$ cat config.mk
export PLATFORM = sky130hd
export DESIGN_NAME = rv_multicycle_control
export DESIGN_NICKNAME = d
export VERILOG_FILES = /design/src/rtl/rv_multicycle_control.sv
export SDC_FILE = /design/constraint.sdc
export NUM_CORES = 1
export LEC_CHECK = 0
export CAP_MARGIN = 20
export CORE_MARGIN = 2
export CORE_UTILIZATION = 45
export CTS_CLUSTER_DIAMETER = 200
export DETAILED_ROUTE_END_ITERATION = 16
export PLACE_DENSITY_LB_ADDON = 0.3
export SLEW_MARGIN = 40
export SYNTH_ARGS = -nofsm -noshare
export SYNTH_HDL_FRONTEND = slang
export SYNTH_SLANG_ARGS = --single-unit
export TNS_END_PERCENT = 30
$ cat constraint.sdc
create_clock -name clk -period 5.7 [get_ports clk]
set_clock_uncertainty 0.1 [all_clocks]
set_input_delay 1.14 -clock clk [delete_from_list [all_inputs] [get_ports clk]]
set_output_delay 1.14 -clock clk [all_outputs]
set_load 0.05 [all_outputs]
$ cat src/rtl/rv_multicycle_control.sv
// RV32I multi-cycle controller: sequences FETCH/DECODE/EXECUTE/MEM/WB over
// ready-handshaked memories and drives an external register file and ALU.
module rv_multicycle_control #(
   parameter int              XLEN     = 32,
   parameter logic [XLEN-1:0] RESET_PC = 32'h0000_0000,
   parameter logic [XLEN-1:0] TRAP_PC  = 32'h0000_0100
) (
   input  logic                clk,
   input  logic                rst_n,
   output logic                imem_req,
   output logic [XLEN-1:0]     imem_addr,
   input  logic                imem_ready,
   input  logic [31:0]         imem_rdata,
   output logic                dmem_req,
   output logic                dmem_we,
   output logic [XLEN/8-1:0]   dmem_be,
   output logic [XLEN-1:0]     dmem_addr,
   output logic [XLEN-1:0]     dmem_wdata,
   input  logic                dmem_ready,
   input  logic [XLEN-1:0]     dmem_rdata,
   output logic [4:0]          rf_raddr1,
   output logic [4:0]          rf_raddr2,
   input  logic [XLEN-1:0]     rf_rdata1,
   input  logic [XLEN-1:0]     rf_rdata2,
   output logic                rf_we,
   output logic [4:0]          rf_waddr,
   output logic [XLEN-1:0]     rf_wdata,
   output logic [XLEN-1:0]     alu_a,
   output logic [XLEN-1:0]     alu_b,
   output logic [3:0]          alu_op,
   input  logic [XLEN-1:0]     alu_result,
   output logic [XLEN-1:0]     pc,
   output logic                trap,
   output logic                retire
);

   localparam int BW = XLEN / 8;

   localparam logic [6:0] OPC_LUI   = 7'b0110111;
   localparam logic [6:0] OPC_AUIPC = 7'b0010111;
   localparam logic [6:0] OPC_JAL   = 7'b1101111;
   localparam logic [6:0] OPC_JALR  = 7'b1100111;
   localparam logic [6:0] OPC_BR    = 7'b1100011;
   localparam logic [6:0] OPC_LD    = 7'b0000011;
   localparam logic [6:0] OPC_ST    = 7'b0100011;
   localparam logic [6:0] OPC_OPI   = 7'b0010011;
   localparam logic [6:0] OPC_OP    = 7'b0110011;

   localparam logic [3:0] ALU_ADD  = 4'b0000;
   localparam logic [3:0] ALU_SUB  = 4'b0001;
   localparam logic [3:0] ALU_AND  = 4'b0010;
   localparam logic [3:0] ALU_OR   = 4'b0011;
   localparam logic [3:0] ALU_XOR  = 4'b0100;
   localparam logic [3:0] ALU_SLL  = 4'b0101;
   localparam logic [3:0] ALU_SRL  = 4'b0110;
   localparam logic [3:0] ALU_SRA  = 4'b0111;
   localparam logic [3:0] ALU_SLTU = 4'b1000;
   localparam logic [3:0] ALU_SLT  = 4'b1001;

   typedef enum logic [2:0] {
      S_FETCH, S_DECODE, S_EXEC, S_MEM, S_WB, S_TRAP
   } state_t;

   state_t state_q, state_n;

   logic [XLEN-1:0] pc_q, a_q, b_q, res_q, npc_q, ea_q;
   logic [31:0]     ir_q;

   logic [6:0] opcode;
   logic [2:0] f3;
   logic [6:0] f7;
   logic [4:0] rd;
   logic is_lui, is_auipc, is_jal, is_jalr, is_br, is_ld, is_st, is_opi, is_op;
   logic legal;
   logic [XLEN-1:0] imm;
   logic [3:0]      alu_op_d;

   assign opcode   = ir_q[6:0];
   assign f3       = ir_q[14:12];
   assign f7       = ir_q[31:25];
   assign rd       = ir_q[11:7];
   assign is_lui   = (opcode == OPC_LUI);
   assign is_auipc = (opcode == OPC_AUIPC);
   assign is_jal   = (opcode == OPC_JAL);
   assign is_jalr  = (opcode == OPC_JALR);
   assign is_br    = (opcode == OPC_BR);
   assign is_ld    = (opcode == OPC_LD);
   assign is_st    = (opcode == OPC_ST);
   assign is_opi   = (opcode == OPC_OPI);
   assign is_op    = (opcode == OPC_OP);

   always_comb begin
      legal = 1'b0;
      case (opcode)
         OPC_LUI, OPC_AUIPC, OPC_JAL: legal = 1'b1;
         OPC_JALR: legal = (f3 == 3'b000);
         OPC_BR:   legal = (f3 != 3'b010) && (f3 != 3'b011);
         OPC_LD:   legal = (f3 == 3'b000) || (f3 == 3'b001) || (f3 == 3'b010) ||
                           (f3 == 3'b100) || (f3 == 3'b101);
         OPC_ST:   legal = (f3 == 3'b000) || (f3 == 3'b001) || (f3 == 3'b010);
         OPC_OPI: begin
            if (f3 == 3'b001)      legal = (f7 == 7'b0000000);
            else if (f3 == 3'b101) legal = (f7 == 7'b0000000) || (f7 == 7'b0100000);
            else                   legal = 1'b1;
         end
         OPC_OP:   legal = (f7 == 7'b0000000) ||
                           ((f7 == 7'b0100000) && ((f3 == 3'b000) || (f3 == 3'b101)));
         default:  legal = 1'b0;
      endcase
   end

   // Every immediate form is sign-extended from IR[31], BLTU/BGEU included.
   always_comb begin
      imm = {{(XLEN-12){ir_q[31]}}, ir_q[31:20]};
      if (is_st)
         imm = {{(XLEN-12){ir_q[31]}}, ir_q[31:25], ir_q[11:7]};
      else if (is_br)
         imm = {{(XLEN-12){ir_q[31]}}, ir_q[7], ir_q[30:25], ir_q[11:8], 1'b0};
      else if (is_lui || is_auipc)
         imm = {{(XLEN-32){ir_q[31]}}, ir_q[31:12], 12'b0};
      else if (is_jal)
         imm = {{(XLEN-20){ir_q[31]}}, ir_q[19:12], ir_q[20], ir_q[30:21], 1'b0};
   end

   always_comb begin
      alu_op_d = ALU_ADD;
      if (is_op || is_opi) begin
         case (f3)
            3'b000:  alu_op_d = (is_op && f7[5]) ? ALU_SUB : ALU_ADD;
            3'b001:  alu_op_d = ALU_SLL;
            3'b010:  alu_op_d = ALU_SLT;
            3'b011:  alu_op_d = ALU_SLTU;
            3'b100:  alu_op_d = ALU_XOR;
            3'b101:  alu_op_d = f7[5] ? ALU_SRA : ALU_SRL;
            3'b110:  alu_op_d = ALU_OR;
            default: alu_op_d = ALU_AND;
         endcase
      end
   end

   logic signed [XLEN-1:0] a_s, b_s;
   logic [XLEN-1:0] ea_sum, pc_imm, pc_4, jalr_tgt;
   logic br_taken, misalign;

   assign a_s      = a_q;
   assign b_s      = b_q;
   assign ea_sum   = a_q + imm;
   assign pc_imm   = pc_q + imm;
   assign pc_4     = pc_q + XLEN'(4);
   assign jalr_tgt = {ea_sum[XLEN-1:1], 1'b0};

   always_comb begin
      case (f3)
         3'b000:  br_taken = (a_q == b_q);
         3'b001:  br_taken = (a_q != b_q);
         3'b100:  br_taken = (a_s <  b_s);
         3'b101:  br_taken = (a_s >= b_s);
         3'b110:  br_taken = (a_q <  b_q);
         default: br_taken = (a_q >= b_q);
      endcase
   end

   always_comb begin
      case (f3[1:0])
         2'b01:   misalign = ea_sum[0];
         2'b10:   misalign = (ea_sum[1:0] != 2'b00);
         default: misalign = 1'b0;
      endcase
   end

   // Store lane steering and load lane extraction both key off the captured EA.
   logic [BW-1:0]   st_be;
   logic [XLEN-1:0] st_wdata, ld_shift, ld_val;

   assign ld_shift = dmem_rdata >> {ea_q[1:0], 3'b000};

   always_comb begin
      case (f3[1:0])
         2'b00: begin
            st_be    = BW'(1) << ea_q[1:0];
            st_wdata = {(XLEN/8){b_q[7:0]}};
         end
         2'b01: begin
            st_be    = BW'(3) << ea_q[1:0];
            st_wdata = {(XLEN/16){b_q[15:0]}};
         end
         default: begin
            st_be    = {BW{1'b1}};
            st_wdata = b_q;
         end
      endcase
   end

   always_comb begin
      case (f3)
         3'b000:  ld_val = {{(XLEN-8){ld_shift[7]}}, ld_shift[7:0]};
         3'b001:  ld_val = {{(XLEN-16){ld_shift[15]}}, ld_shift[15:0]};
         3'b100:  ld_val = {{(XLEN-8){1'b0}}, ld_shift[7:0]};
         3'b101:  ld_val = {{(XLEN-16){1'b0}}, ld_shift[15:0]};
         default: ld_val = ld_shift;
      endcase
   end

   assign imem_addr = pc_q;
   assign pc        = pc_q;

   always_ff @(posedge clk or negedge rst_n) begin
      if (!rst_n) state_q <= S_FETCH;
      else        state_q <= state_n;
   end

   always_comb begin
      state_n    = state_q;
      imem_req   = 1'b0;
      dmem_req   = 1'b0;
      dmem_we    = 1'b0;
      dmem_be    = '0;
      dmem_addr  = '0;
      dmem_wdata = '0;
      rf_raddr1  = 5'd0;
      rf_raddr2  = 5'd0;
      rf_we      = 1'b0;
      rf_waddr   = 5'd0;
      rf_wdata   = '0;
      alu_a      = '0;
      alu_b      = '0;
      alu_op     = ALU_ADD;
      trap       = 1'b0;
      retire     = 1'b0;
      case (state_q)
         S_FETCH: begin
            imem_req = rst_n;
            if (imem_ready) state_n = S_DECODE;
         end
         S_DECODE: begin
            rf_raddr1 = ir_q[19:15];
            rf_raddr2 = ir_q[24:20];
            state_n   = legal ? S_EXEC : S_TRAP;
         end
         S_EXEC: begin
            alu_a  = a_q;
            alu_b  = (is_op || is_br) ? b_q : imm;
            alu_op = alu_op_d;
            if (is_jal)
               state_n = pc_imm[1] ? S_TRAP : S_WB;
            else if (is_jalr)
               state_n = jalr_tgt[1] ? S_TRAP : S_WB;
            else if (is_br) begin
               if (br_taken && pc_imm[1]) state_n = S_TRAP;
               else begin
                  retire  = 1'b1;
                  state_n = S_FETCH;
               end
            end
            else if (is_ld || is_st)
               state_n = misalign ? S_TRAP : S_MEM;
            else
               state_n = S_WB;
         end
         S_MEM: begin
            dmem_req  = 1'b1;
            dmem_we   = is_st;
            dmem_addr = {ea_q[XLEN-1:2], 2'b00};
            if (is_st) begin
               dmem_be    = st_be;
               dmem_wdata = st_wdata;
            end
            if (dmem_ready) begin
               retire  = is_st;
               state_n = is_st ? S_FETCH : S_WB;
            end
         end
         S_WB: begin
            rf_we    = (rd != 5'd0);
            rf_waddr = rd;
            rf_wdata = res_q;
            retire   = 1'b1;
            state_n  = S_FETCH;
         end
         S_TRAP: begin
            trap    = 1'b1;
            state_n = S_FETCH;
         end
         default: state_n = S_FETCH;
      endcase
   end

   always_ff @(posedge clk or negedge rst_n) begin
      if (!rst_n) begin
         pc_q  <= RESET_PC;
         ir_q  <= '0;
         a_q   <= '0;
         b_q   <= '0;
         res_q <= '0;
         npc_q <= '0;
         ea_q  <= '0;
      end else begin
         case (state_q)
            S_FETCH: if (imem_ready) ir_q <= imem_rdata;
            S_DECODE: begin
               a_q <= rf_rdata1;
               b_q <= rf_rdata2;
            end
            S_EXEC: begin
               ea_q  <= ea_sum;
               npc_q <= is_jal ? pc_imm : (is_jalr ? jalr_tgt : pc_4);
               if (is_lui)                 res_q <= imm;
               else if (is_auipc)          res_q <= pc_imm;
               else if (is_jal || is_jalr) res_q <= pc_4;
               else                        res_q <= alu_result;
               if (is_br && !(br_taken && pc_imm[1]))
                  pc_q <= br_taken ? pc_imm : pc_4;
            end
            S_MEM: begin
               if (dmem_ready) begin
                  if (is_st) pc_q  <= pc_4;
                  else       res_q <= ld_val;
               end
            end
            S_WB:    pc_q <= npc_q;
            S_TRAP:  pc_q <= TRAP_PC;
            default: ;
         endcase
      end
   end

endmodule

==> results.yml <==
placed_design:
  place_congestion: 1.00
  place_inst: 3190
  portBuffers: 414
  hpwl_microns: 66200
power_and_ir_drop:
  p_comb_share_pct: 68.1
  p_int_mw: 7.79
  power.switching_mw: 9.63
  p_per_area_mw_per_mm2: 702
  seq_power_share_pct: 20.0
  pwr-share-clk_pct: 11.9
  finalPower_mw: 17.4
  p_leak_nw: 10.8
  sw_frac_of_total_pct: 55.3
  ir_drop_mv: 0.422
sta:
  fmax_ghz: 0.182
  tns_ns: 0
  relSlewSlack_pct: 45.2
  finalHoldViolCount: 0
  rsz0062_at_grt: "no"
  finalSetupViolCount: 0
  worst_pin_slew_ns: 0.822
  fin_crit_sh_pct: 96.4
  fin_crit_ns: 5.50
  slew_violations: 0
floorplanning:
  dieArea_sq_mm: 0.0424
  start_util_pct: 45.9
  die_y_microns: 206
  rows: 73
  ios: 417
  die_w_microns: 206
  design.core.area_sq_mm: 0.0400
grt:
  grt_pass1_wl_microns: 126000
  use_met3_pct: 8.88
  grt.busiest_layer: "met2"
  grt_remaining_overflow: 0
  grt_pass1_vias: 19600
  grt_max_degree: 109
  grtUsageMet2_pct: 61.2
  grt_antenna_before_repair: 2
  grt_use_total_pct: 40.0
  met1_usage_pct: 53.6
synthesis:
  synthTopCellsByArea: "dfrtp_1 31%, nand2_1 8.7%, ha_1 6.7%, o21ai_0 5.9%, a21oi_1 4.9%"
  synth_edf_count: 0
  synth_top_area_cell: "dfrtp_1"
  avgSynthCellArea_sq_um: 7.78
  synth_seq_cells: 227
  syn_inst: 2359
  synth-main-ff-cell: "dfrtp_1"
  ys_seq_area_share_pct: 30.9
  ys_async_sr_fraction_pct: 100
  synth_cell_types: 75
  synth_top_area_share_pct: 30.9
  synth_warnings: 0
  synth.cell_area_sq_mm: 0.0184
worst_setup_path:
  r2r_start: "ir_q[4]"
  crit_fanout: 7
  end_kind: "output pin"
  reg2regPathDepth: 17
  critPathLaunchType: "register"
  r2r-end: "npc_q[17]"
  crit_type: "register to output pin"
  critical_path_arrival_ns: 4.26
  critPathLaunch: "a_q[31]"
  worst-endpoint-required_ns: 4.46
  rrSetupSlack_ns: 0.48
hold_path:
  hold_path.class: "input pin to asynchronous set/reset pin"
clock_network:
  post_cts_resized: 0
  hold_buffers: 0
  clkSlewWorstSetupHoldPaths_ns: 0.06
  cts_max_level: 1
  cts.sinks: 227
  clockBufferDepth: 3
  cts_setup_buffers: 0
  clk_latency_ns: 0.58
  tritoncts: "yes"
  cts_buffers: 29
  cts-root-buf: "clkbuf_16"
detailed_routing:
  ant_nets: 0
  finalWirelength_microns: 86700
  drt_iter0_markers: 2321
  dr_total_vias: 20500
  drt_first_pass_iters: 8
  via_per_inst: 6.33
  drcViolationCount: 0
  wl_per_cell_microns: 26.7
cells_and_area:
  layout_common_cells: "424 x nand2_1, 341 x clkdlybuf4s50_1, 227 x dfrtp_1"
  drive_gt1_share_pct: 11.4
  n_antenna_cell: 0
  fin_cells: 3244
  final_nets: 2962
  final_common_cell: "nand2_1"
  syn2layout_area_growth_pct: 35.2
run:
  max_cap_violations: 0
run_status:
  outcome: "finished clean"
==> cell usage after synthesis, drive strengths merged, types with 5 or more instances <==
library cell	n
nand2	427
or3	5
o211ai	19
a21oi	181
nand2b	18
a21o	47
o31ai	8
a222oi	11
o41ai	5
or2	7
dfrtp	227
a221oi	22
ha	99
xnor2	56
a31oi	28
o22ai	6
a311oi	6
buf	50
nand4	22
o21bai	11
mux2	74
nor3	35
and3	50
nor2b	11
o21ai	224
nor2	159
or4	5
nand3	41
a211oi	26
o221ai	11
a22oi	8
mux2i	45
o311ai	5
nor4	9
clkbuf	136
and2	95
inv	71
xor2	34
a221o	6
o21a	6
==> cells by family after synthesis <==
logic type	count (synthesis)	synth area share, %
other cells	1	0.0204
compound gates	666	22.4
simple gates	896	22.3
fa+ha+maj	101	6.97
flops	227	30.9
xor+xnor	90	4.29
mux	119	6.99
buf+inv	259	6.10
==> flip-flops by register name, indices dropped and copies added (netlist names) <==
name,count
ir_q,32
b_q,32
ea_q,32
a_q,32
imem_addr,32
res_q,32
state_q,3
npc_q,32
==> routing by layer <==
layer | routed length (microns) | vias up
li1 | - | 8985
met1 | 34700 | 9816
met2 | 37100 | 1429
met3 | 9910 | 289
met4 | 4900 | 4
met5 | 27 | -
==> power groups by stage <==
stage                     combinational, mW  clock, mW  sequential (mW)
after global routing                   12.5       2.14             3.54
after floorplan                        7.38          0             3.22
after detailed placement               11.4          0             3.46
final                                  11.9       2.08             3.49
after CTS                              11.5       2.08             3.44
after global placement                 11.2          0             3.44
==> final cells by class <==
| class | count | area (sq um) |
|---|---|---|
| Clock buffer | 37 | 836 |
| Clock inverter | 16 | 224 |
| Fill cell | 3509 | 15200 |
| Inverter | 73 | 274 |
| Multi-Input combinational cell | 1874 | 11600 |
| Sequential cell | 227 | 5680 |
| Tap cell | 525 | 657 |
| Timing Repair Buffer | 492 | 5520 |
==> critical path, cell delays in order, from the launching register on <==
cell and delay [ns]:
dfrtp_1 0.47, ha_1 0.52, nand4_1 0.19, or4_1 0.64, nor2_1 0.18, o311a_2 0.25
nor4_1 0.08, mux2i_1 0.45, nor2_2 0.17, a211oi_1 0.38, a211o_1 0.19, buf_12 0.14
==> how the worst max path moves through the flow <==
stage	endpoint	slack [ns]	depth (start not counted)
after floorplan	alu_b[12]	1.32	6
after global placement	npc_q[17]	0.86	17
after detailed placement	npc_q[17]	0.63	17
after CTS	retire	0.25	11
after global routing	retire	0.1	12
final	retire	0.20	11
==> through the flow <==
stage	area (sq um)	setup slack (ns)	hold slack, ns	util, %
3_5_place_dp	23700	0.634	0.359	59.3
6_report	24800	0.204	0.349	62.0
4_1_cts	24800	0.248	0.349	61.9
5_1_grt	24800	0.0973	0.358	62.0
2_1_floorplan	18400	1.32	0.330	-
3_3_place_gp	23700	0.855	0.347	59.2
(Power assumes the default switching activity.)
